$ cat src/rtl/fifo_push_arbiter.sv
// Round-robin arbiter that shares one FIFO push port among NREQ producers, up to BURST words per ownership.
// Latency: zero-cycle acceptance; grant/push/data_out are combinational, owner/busy are registered.
// Backpressure: fifo_full blocks every grant; the owner keeps its burst while stalled.
module fifo_push_arbiter #(
    parameter int NREQ  = 4,
    parameter int WIDTH = 8,
    parameter int BURST = 2,
    parameter int IDW   = $clog2(NREQ)
) (
    input  logic                  clk,
    input  logic                  rst,
    input  logic [NREQ-1:0]       req,
    input  logic [NREQ*WIDTH-1:0] data_in,
    input  logic                  fifo_full,
    output logic [NREQ-1:0]       grant,
    output logic                  push,
    output logic [WIDTH-1:0]      data_out,
    output logic [IDW-1:0]        owner,
    output logic                  busy
);

    localparam int CW = $clog2(BURST + 1);

    localparam logic [0:0] S_IDLE = 1'b0;
    localparam logic [0:0] S_HOLD = 1'b1;

    localparam logic [IDW-1:0] LAST_IDX = IDW'(NREQ - 1);
    localparam logic [CW-1:0]  BURST_C  = CW'(BURST);
    localparam logic [IDW:0]   NREQ_W   = (IDW + 1)'(NREQ);

    logic [0:0]     state_q, state_d;
    logic [IDW-1:0] owner_q, owner_d;
    logic [IDW-1:0] rr_ptr_q, rr_ptr_d;
    logic [CW-1:0]  cnt_q, cnt_d;

    logic [2*NREQ-1:0] req_sh;
    logic [NREQ-1:0]   req_rot;
    logic              cand_vld;
    logic [IDW:0]      cand_off;
    logic [IDW:0]      cand_sum;
    logic [IDW-1:0]    cand;
    logic              own_req;

    // Index wrap that also works when NREQ is not a power of two.
    function automatic logic [IDW-1:0] next_idx(input logic [IDW-1:0] i);
        return (i == LAST_IDX) ? '0 : i + 1'b1;
    endfunction

    // Rotate requests so bit 0 is the current priority start.
    assign req_sh  = {req, req} >> rr_ptr_q;
    assign req_rot = req_sh[NREQ-1:0];

    // Lowest set bit of the rotated vector is the round-robin winner.
    always_comb begin
        cand_vld = 1'b0;
        cand_off = '0;
        for (int k = NREQ - 1; k >= 0; k--) begin
            if (req_rot[k]) begin
                cand_vld = 1'b1;
                cand_off = (IDW + 1)'(k);
            end
        end
    end

    assign cand_sum = {1'b0, rr_ptr_q} + cand_off;
    assign cand     = (cand_sum >= NREQ_W) ? IDW'(cand_sum - NREQ_W) : cand_sum[IDW-1:0];

    // Request bit of the current owner.
    always_comb begin
        own_req = 1'b0;
        for (int i = 0; i < NREQ; i++) begin
            if (owner_q == IDW'(i)) begin
                own_req = req[i];
            end
        end
    end

    // Grant decision and next-state; everything is quiet while rst is high.
    always_comb begin
        state_d  = state_q;
        owner_d  = owner_q;
        rr_ptr_d = rr_ptr_q;
        cnt_d    = cnt_q;
        grant    = '0;
        if (!rst) begin
            case (state_q)
                S_IDLE: begin
                    if (cand_vld && !fifo_full) begin
                        grant   = NREQ'(1) << cand;
                        owner_d = cand;
                        cnt_d   = CW'(1);
                        if (BURST == 1) begin
                            rr_ptr_d = next_idx(cand);
                        end else begin
                            state_d = S_HOLD;
                        end
                    end
                end
                default: begin
                    if (!own_req) begin
                        // Owner gave up mid-burst: one idle bubble, then rotate.
                        state_d  = S_IDLE;
                        rr_ptr_d = next_idx(owner_q);
                        cnt_d    = '0;
                    end else if (!fifo_full) begin
                        grant = NREQ'(1) << owner_q;
                        if (cnt_q + CW'(1) == BURST_C) begin
                            state_d  = S_IDLE;
                            rr_ptr_d = next_idx(owner_q);
                            cnt_d    = '0;
                        end else begin
                            cnt_d = cnt_q + CW'(1);
                        end
                    end
                end
            endcase
        end
    end

    // Steer the granted word onto the FIFO data bus; zero when idle.
    always_comb begin
        data_out = '0;
        for (int i = 0; i < NREQ; i++) begin
            if (grant[i]) begin
                data_out = data_in[i*WIDTH +: WIDTH];
            end
        end
    end

    assign push  = |grant;
    assign owner = owner_q;
    assign busy  = (state_q == S_HOLD);

    // State registers with synchronous reset.
    always_ff @(posedge clk) begin
        if (rst) begin
            state_q  <= S_IDLE;
            owner_q  <= '0;
            rr_ptr_q <= '0;
            cnt_q    <= '0;
        end else begin
            state_q  <= state_d;
            owner_q  <= owner_d;
            rr_ptr_q <= rr_ptr_d;
            cnt_q    <= cnt_d;
        end
    end

endmodule

$ cat config.mk
export PLATFORM = sky130hd
export DESIGN_NAME = fifo_push_arbiter
export DESIGN_NICKNAME = d
export VERILOG_FILES = /design/src/rtl/fifo_push_arbiter.sv
export SDC_FILE = /design/constraint.sdc
export NUM_CORES = 1
export LEC_CHECK = 0
export CAP_MARGIN = 10
export CORE_AREA = 2 2 68 51
export CTS_BUF_LIST = sky130_fd_sc_hd__clkbuf_8 sky130_fd_sc_hd__clkbuf_16
export CTS_CLUSTER_DIAMETER = 80
export DETAILED_ROUTE_END_ITERATION = 10
export DIE_AREA = 0 0 70 53
export HOLD_SLACK_MARGIN = 0.15
export PLACE_DENSITY_LB_ADDON = 0.25
export RECOVER_POWER = 25
export SYNTH_ARGS = -nofsm -noshare
export SYNTH_HDL_FRONTEND = slang
export SYNTH_SLANG_ARGS = --single-unit
$ cat constraint.sdc
create_clock -name clk -period 3.9 [get_ports clk]
set_input_delay 0.78 -clock clk [delete_from_list [all_inputs] [get_ports clk]]
set_output_delay 0.78 -clock clk [all_outputs]
set_load 0.01 [all_outputs]
* Yosys cells after proc, flatten, opt, wreduce, memory -nomap -nowiden *
Index checks and enable logic that the tools add are counted.

storage, ports and cells
  output and inout bits = 16
  logic and storage cells = 64
  input port bits = 39
  register bits after elaboration = 7

operators by class
  equality and inequality tests = 7
  order comparisons = 1
  shift operators = 3
  bitwise logic cells = 1
  add/subtract/negate cells = 4
  reduce and logical (&&, ||, !) cells = 8
  mux-type cells = 36

operator list
  operator             count
  $mux 8               4
  $mux 2               11
  $mux 4               5
  $mux 1               13
  $mux 3               3
  $shl 1x2->4 const A  2
  $shr 8x2->4          1
  $eq 2x2->1 const B   3
  $add 2x1->2 const B  2
  $reduce_and 2->1     2
  $reduce_or 4->1      1
  $add 2x3->3          1
  $ge 3x3->1 const B   1
  $ne 3x3->1 const B   1
  $reduce_and 3->1     1
  $eq 2x1->1 const B   1
  $logic_not 2->1      1
  $ne 2x1->1 const B   1
  $ne 2x2->1 const B   1
  $reduce_bool 2->1    1
  $sub 2x1->2 const B  1
  $logic_and 1x1->1    1
  $logic_not 1->1      1
  $not 1->1            1

* Longest topological paths before layout *
Gate-level depths: netlist of run 1.

  word-level depth = 16
  gate-level depth with buffers = 12

* Least setup slack after synthesis of run 1 *
Ideal clock, no wire load.

  path type = input to output
  start = input port req[2]
  end = output port data_out[0]
  slack = -77 ps
  arrival time = 3,197 ps
  buffers on the path = 2
  stages = 11
  cells stage by stage = buf_4 > or4_1 > o211ai_1 > ha_1 > inv_1 > nor4_1 > nor3b_1 > o31a_1 > buf_2 > a221oi_1 > a211oi_2

between the ends
  elaborated cells on any way between the ends = 25
  classes of those cells = add/sub (2); order compare (1); shift (2); mux (19); reduce/logical (1)

RTL lines
  element                                           line  source
  from (decl)                                       12    input logic [NREQ-1:0] req,
  $shr 8x2->4 *                                     50    assign req_sh = {req, req} >> rr_ptr_q;
  $mux 2                                            58    if (req_rot[k]) begin
  $mux 3 (2 in series)                              58
  $mux 3 *                                          58
  $add 2x3->3 *                                     65    assign cand_sum = {1'b0, rr_ptr_q} + cand_off;
  $ge 3x3->1 / $sub 2x1->2 (equally long branches)  66    assign cand = (cand_sum >= NREQ_W) ? IDW'(cand_sum - NREQ_W) : cand_sum[IDW-1:0];
  $mux 2 *                                          66
  net cand[0]                                       41    logic [IDW-1:0] cand;
  $shl 1x2->4 *                                     89    grant = NREQ'(1) << cand;
  $mux 4 *                                          88    if (cand_vld && !fifo_full) begin
  $mux 4 *                                          86    case (state_q)
  $mux 4 *                                          85    if (!rst) begin
  net grant[1]                                      15    output logic [NREQ-1:0] grant,
  $mux 8 * (3 in series)                            124   if (grant[i]) begin
  to (decl)                                         17    output logic [WIDTH-1:0] data_out,

Mark *: on every way through the listed nets, which the timed path passes. The rest lies on a longest branch.

* Final worst setup path of run 1 *
  start = input port req[1]
  end = output port data_out[1]

between the ends
  word-level cells in the longest chain between the ends = 16
  elaborated cells on any way between the ends = 26
  classes of those cells = add/sub (2); order compare (1); shift (2); mux (20); reduce/logical (1)

ends and longest elaborated chain
  element                                           line
  $shr 8x2->4 *                                     50
  $mux 2                                            58
  $mux 3 (2 in series)                              58
  $mux 3 *                                          58
  $add 2x3->3 *                                     65
  $ge 3x3->1 / $sub 2x1->2 (equally long branches)  66
  $mux 2 *                                          66
  net cand[0]                                       41
  $shl 1x2->4 *                                     89
  $mux 4 *                                          88
  $mux 4 *                                          86
  $mux 4 *                                          85
  $mux 8 (3 in series)                              124
  $mux 8 *                                          124

Marks and branches as above.

==> reports/metrics.cfg, run 1 <==
[critical_path]
critPathMaxStageDelay_ns=0.49
crit_chain=buf_8 -> nor2_4 -> or4_1 -> o211ai_1 -> ha_2 -> inv_2 -> nor4_4 -> nor3b_4 -> o31a_1 -> buf_6 -> a221oi_2 -> a211oi_2 -> buf_2
crit_fanout=3
endpoint_kind=primary output
crit_required_ns=3.12
cp-start-kind=input pin
rrSetupSlack_ns=1.75
path_class=input pin to primary output
cp_data_arrival_time_ns=3.24
crit_slowest_cell=or4_1

[sta]
finalSetupViolCount=6
rsz0062_at_grt=true
finalCritPeriodShare_pct=103.0
slew_headroom_pct=64.89
worst_pin_slew_ns=0.5228
holdWs_ns=0.5156
postLayoutSetupSlackWorst_ns=-0.1152
slew_viol_final=0
post-route-min-period_ns=4.015
fin_skew_ns=0.005077
max_freq_ghz=0.2491
hold_viol_final=0

[layout]
nets=271
antenna_cells=0
final_core_util_pct=70.01
drive_gt1_share_pct=41.59
final_cell_area_um2=2115
area_growth_pct=100.0
fin_cells=264

[clocking]
clkSinkCount=7
holdBufCountCts=0
cts-root-buf=clkbuf_8
numCtsBuffers=3
clock_latency_ns=0.23
cts_tree=built
cts_max_path_buffers=2
cts_max_level=1
clkTransAtPathRegs_ns=0.04

[synth]
ys_seq_area_share_pct=13.25
yosysWarnings=0
synth-async-reset-ratio_pct=0
ys_seq_elements=7
yosysUniqueCellTypes=39
synth_ff_type=dfxtp_1
syn_nets=180
synth.cell_area_um2=1057
syn_inst=136
postSynthAreaPerCell_um2=7.774
synth_edf_count=0

[die]
ioPinCount=55
start_util_pct=35.00
die_h_um=53
num_rows=17
die_x_um=70
coreArea_um2=3020
dieArea_um2=3710

[power]
max-vdd-ir-drop_mv=0.2643
power_density_nw_per_um2=266.7
power.total_w=0.0005639
p_leak_nw=0.9596

[route]
drtIter0Drc=56
ant_nets=0
wl_mm=4.655
num_vias=1470
firstDrtPassIters=4
viasPerCell=5.568
drt_drc_violations_left=0
routedWlPerCell_um=17.63

[global_routing]
grt_usage_pct=22.43
grt_pass1_vias=1312
grt_pass1_wl_mm=6.423
grt_max_degree=10
gr-total-overflow=0
antenna_found_initial=0

[job]
cap_violations=0

[place]
io_buffers=54
placed_cells=248
dp_hpwl_mm=3.119
gp_congestion=0.8558
placed_area_um2=1812

[status]
violations=setup timing
status=complete, but fails checks

[min_path]
hp-class=flip-flop to flip-flop

==> state kept, by name, indices dropped and copies added (netlist names) <==
| name | count |
|---|---|
| cnt_q | 2 |
| rr_ptr_q | 2 |
| owner | 2 |
| busy | 1 |
==> final timing paths <==
kind	startpoint	to	cells after the start
worst max register to register	owner[0]$_SDFFE_PP0P_	rr_ptr_q[0]$_SDFFE_PP0P_	10
worst min register to register	cnt_q[0]$_SDFFE_PP0P_	cnt_q[0]$_SDFFE_PP0P_	2
worst max-delay path	req[1]	data_out[1]	13
worst min-delay path	cnt_q[0]$_SDFFE_PP0P_	cnt_q[0]$_SDFFE_PP0P_	2
==> stage by stage <==
step | setup WS, ns | setup TNS [ns]
6_report | -0.1152 | -0.3202
5_1_grt | -0.2236 | -1.266
4_1_cts | -0.07652 | -0.2461
3_5_place_dp | -0.9962 | -10.87
3_3_place_gp | -1.005 | -10.88
2_1_floorplan | 0.04394 | 0
==> metal layers <==
metal | GRT usage, % | vias to the layer above | wire, um
li1 | - | 696 | -
met1 | 28.93 | 700 | 1858
met2 | 38.57 | 66 | 2377
met3 | 5.714 | 8 | 360
met4 | 4.167 | 0 | 59
met5 | 0 | - | 0
==> cell usage after synthesis (all sizes together) (2+ instances only) <==
master,instances,area (um^2)
nor2,27,101.4
a211oi,10,115.1
inv,10,37.54
a221oi,9,96.35
buf,8,57.55
dfxtp,7,140.1
nand2,6,22.52
ha,5,62.56
nor3,5,25.02
o21ai,5,25.02
a21oi,4,20.02
nand3,4,20.02
o31a,4,35.03
mux2i,3,30.03
nand2b,3,18.77
o211ai,3,27.52
and3,2,12.51
clkbuf,2,7.510
nor2b,2,12.51
nor4,2,18.77
o32ai,2,32.53
or3,2,12.51
or4,2,18.77
xnor2,2,25.03
==> critical path: cells and delay by family <==
kind / cells / cell delay, ns
and+or+nand+nor: 4 / 1.14
AOI/OAI and AO/OA: 4 / 0.65
buffers and inverters: 4 / 0.46
adders and majority gates: 1 / 0.21
==> timing repair <==
item / in CTS / in global routing
setup buffers: 10 / 2
pin swaps: 19 / 8
resized for setup: 85 / 11
gates cloned: 1 / 0
setup endpoints to repair: 13 / 12
==> cell usage in the layout (no fill, tap or decap), types with 2 or more instances in the layout <==
cell / instances
clkdlybuf4s50_1: 37
buf_4: 37
nor2_1: 26
buf_2: 10
inv_1: 9
a221oi_2: 8
a211oi_2: 8
dfxtp_1: 7
nand2_1: 5
o21ai_0: 5
o31a_1: 5
buf_6: 5
nand3_1: 4
a21oi_1: 4
ha_1: 4
nor3_1: 3
nand2b_1: 3
clkbuf_8: 3
dlymetal6s2s_1: 3
inv_2: 2
o211ai_1: 2
o32ai_2: 2
xnor2_4: 2
nor4_4: 2
and3_1: 2
nor2b_1: 2
nor3_4: 2
or3_1: 2
a211oi_1: 2
mux2i_1: 2
buf_8: 2
==> report_power, final <==
| part | switching, W | internal [W] |
|---|---|---|
| Sequential | 0.0000111 | 0.0000791 |
| Clock | 0.0000370 | 0.0000685 |
| Combinational | 0.000174 | 0.000194 |
==> cells by family (layout without fill, tap and decap cells) <==
logic type                 Yosys count  in the layout  synth area share, %
xor gates and xnor gates             3              3                3.196
AOI/OAI and AO/OA                   41             42                38.70
buffers and inverters               20            109                9.704
DFF                                  7              7                13.25
and+or+nand+nor                     57             57                26.39
adders and majority gates            5              5                5.917
muxes                                3              3                2.840
==> cell type report <==
cell class	instances	area [um^2]
multi-input combinational	110	1013
clock inverter	1	3.754
inverter	10	37.54
timing repair buffer	95	830.8
tap	38	47.55
clock buffer	3	41.29
sequential	7	140.1
fill	235	905.9
No activity file was read; power rests on OpenSTA's default activity.
==> run 2, diff against run 1 <==
--- a/config.mk
+++ b/config.mk
@@ -6,11 +6,13 @@
 export NUM_CORES = 1
 export LEC_CHECK = 0
 export CAP_MARGIN = 10
-export CORE_AREA = 2 2 68 51
+export CORE_AREA = 2 2 65 49
 export CTS_BUF_LIST = sky130_fd_sc_hd__clkbuf_8 sky130_fd_sc_hd__clkbuf_16
 export CTS_CLUSTER_DIAMETER = 80
 export DETAILED_ROUTE_END_ITERATION = 10
-export DIE_AREA = 0 0 70 53
+export DIE_AREA = 0 0 67 51
+export DONT_BUFFER_PORTS = 1
+export GPL_TIMING_DRIVEN = 0
 export HOLD_SLACK_MARGIN = 0.15
 export PLACE_DENSITY_LB_ADDON = 0.25
 export RECOVER_POWER = 25
==> run 2 against run 1 <==
The flow now finishes without violations. Sequential cell count is the same. Die area shrank 7.9%. Non-clock buffer count shrank 78. Clock power shrank 7%. Sequential share of layout area grew 3.3 points. Routed wire length shrank 38%. Clock skew shrank 0.0040 ns. Critical path type unchanged. Largest cell class unchanged.
==> reports/metrics.cfg, run 2 (same netlist as run 1, synthesis figures left out) <==
[route]
viasPerCell=5.876
firstDrtPassIters=4
drt_drc_violations_left=0
ant_nets=0
drtIter0Drc=35
num_vias=1087
routedWlPerCell_um=15.48
wl_mm=2.863

[layout]
area_growth_pct=33.49
antenna_cells=0
drive_gt1_share_pct=37.41
final_cell_mix=26 x nor2_1, 10 x inv_1, 8 x a211oi_2
seqCellArea_um2=140.1
fill_cells=277
multiInputGateArea_um2=985.9
nets=192
final_cell_area_um2=1411
final_common_cell=nor2_1
fin_cells=185

[critical_path]
rrSetupSlack_ns=1.62
reg2reg_depth=8
path_depth=11
path_class=input pin to primary output
cp_data_arrival_time_ns=3.07
cpMostUsedCell=a221oi_4
path_delay_family=compound AO/OA/AOI/OAI gates
crit_chain=buf_12 -> or4_4 -> o211ai_1 -> ha_2 -> xnor2_4 -> nor3_4 -> mux2i_4 -> a221oi_4 -> buf_6 -> a221oi_4 -> a211oi_2
crit_slowest_cell=or4_4
cp-start-kind=input pin
crit_required_ns=3.12
crit_buf_inv=2
critPathMaxStageDelay_ns=0.49
crit_fanout=7
endpoint_kind=primary output

[power]
p_sw_share_pct=40.84
seqPwrFrac_pct=21.8
p_int_w=0.0002520
p_sw_w=0.0001740
max-vdd-ir-drop_mv=0.2172
power_density_nw_per_um2=301.8
power_frac_comb_pct=55.0
p_clk_share_pct=23.1
p_leak_nw=0.5409

[clocking]
cts_max_level=1
clkTransAtPathRegs_ns=0.04
cts_tree=built
clock_latency_ns=0.22
clkSinkCount=7
cts-root-buf=clkbuf_8
holdBufCountCts=0
cts_max_path_buffers=2
numCtsBuffers=3

[sta]
postLayoutSetupSlackWorst_ns=0.04819
worst_pin_slew_ns=0.7580
max_freq_ghz=0.2596
fin_skew_ns=0.001106
slew_headroom_pct=49.04
hold_viol_final=0
finalSetupViolCount=0
finalCritPeriodShare_pct=98.76
slew_viol_final=0
fin_tns_setup_ns=0
post-route-min-period_ns=3.852
rsz0062_at_grt=true
holdWs_ns=0.5197

[global_routing]
grt_pass1_vias=891
antenna_found_initial=0
grt_usage_pct=15.83
gr-total-overflow=0
grt_max_degree=11
grt_pass1_wl_mm=4.160

[min_path]
whs_path_depth=2
hp-class=flip-flop to flip-flop

[die]
ioPinCount=55
coreArea_um2=2893
num_rows=17
dieArea_um2=3417
start_util_pct=36.55
die_h_um=51
die_x_um=67

[place]
io_buffers=0
gp_congestion=0.7943
placed_cells=174
placed_area_um2=1111
dp_hpwl_mm=2.050
dp_slack_ns=-0.2439

[status]
status=complete, no violations

[job]
cap_violations=0

run 2: cell type report:
class | count | share of cell area (%)
Clock inverter | 1 | 0.2660
Multi-Input combinational cell | 109 | 69.86
Clock buffer | 3 | 2.926
Timing Repair Buffer | 8 | 4.521
Sequential cell | 7 | 9.929
Buffer | 9 | 6.472
Tap cell | 38 | 3.369
Inverter | 10 | 2.660
run 2: tightest hold or removal path: stages, from the launching register on:
cell	delay [ns]
dfxtp_1	0.31
nor2_1	0.10
a211oi_1	0.05
run 2: path summary, 6_finish.rpt:
| kind | startpoint | end |
|---|---|---|
| max | req[0] | data_out[4] |
| min | cnt_q[0]$_SDFFE_PP0P_ | cnt_q[0]$_SDFFE_PP0P_ |
| max reg2reg | rr_ptr_q[0]$_SDFFE_PP0P_ | owner[1]$_SDFFE_PP0P_ |
| min reg2reg | cnt_q[0]$_SDFFE_PP0P_ | cnt_q[0]$_SDFFE_PP0P_ |
run 2: power by group through the flow:
stage / combinational [W] / clock (W) / sequential [W]
after floorplan: 0.000146 / 0 / 0.0000886
after global placement: 0.000170 / 0 / 0.0000906
after detailed placement: 0.000173 / 0 / 0.0000910
after CTS: 0.000192 / 0.000103 / 0.0000902
after global routing: 0.000252 / 0.000107 / 0.0000948
final: 0.000234 / 0.0000986 / 0.0000931
run 2: through the flow:
step / utilization, % / total power [W]
2_1_floorplan: - / 0.0002350
3_3_place_gp: 38.41 / 0.0002601
3_5_place_dp: 38.41 / 0.0002639
4_1_cts: 42.21 / 0.0003850
5_1_grt: 48.79 / 0.0004542
6_report: 48.79 / 0.0004260
run 2: per-layer routing:
metal  up-vias  wire [um]  global-route usage [%]
met5         -          0                       0
met4         0         14                   3.061
met3         2        127                   4.626
met2        20       1374                   23.76
met1       533       1346                   22.40
li1        532          -                       -
run 2: what timing repair did:
item | in CTS | in global routing
buffers inserted | 3 | 5
pin swaps | 4 | 12
endpoints found under the setup margin | 9 | 9
gates resized for setup | 8 | 27
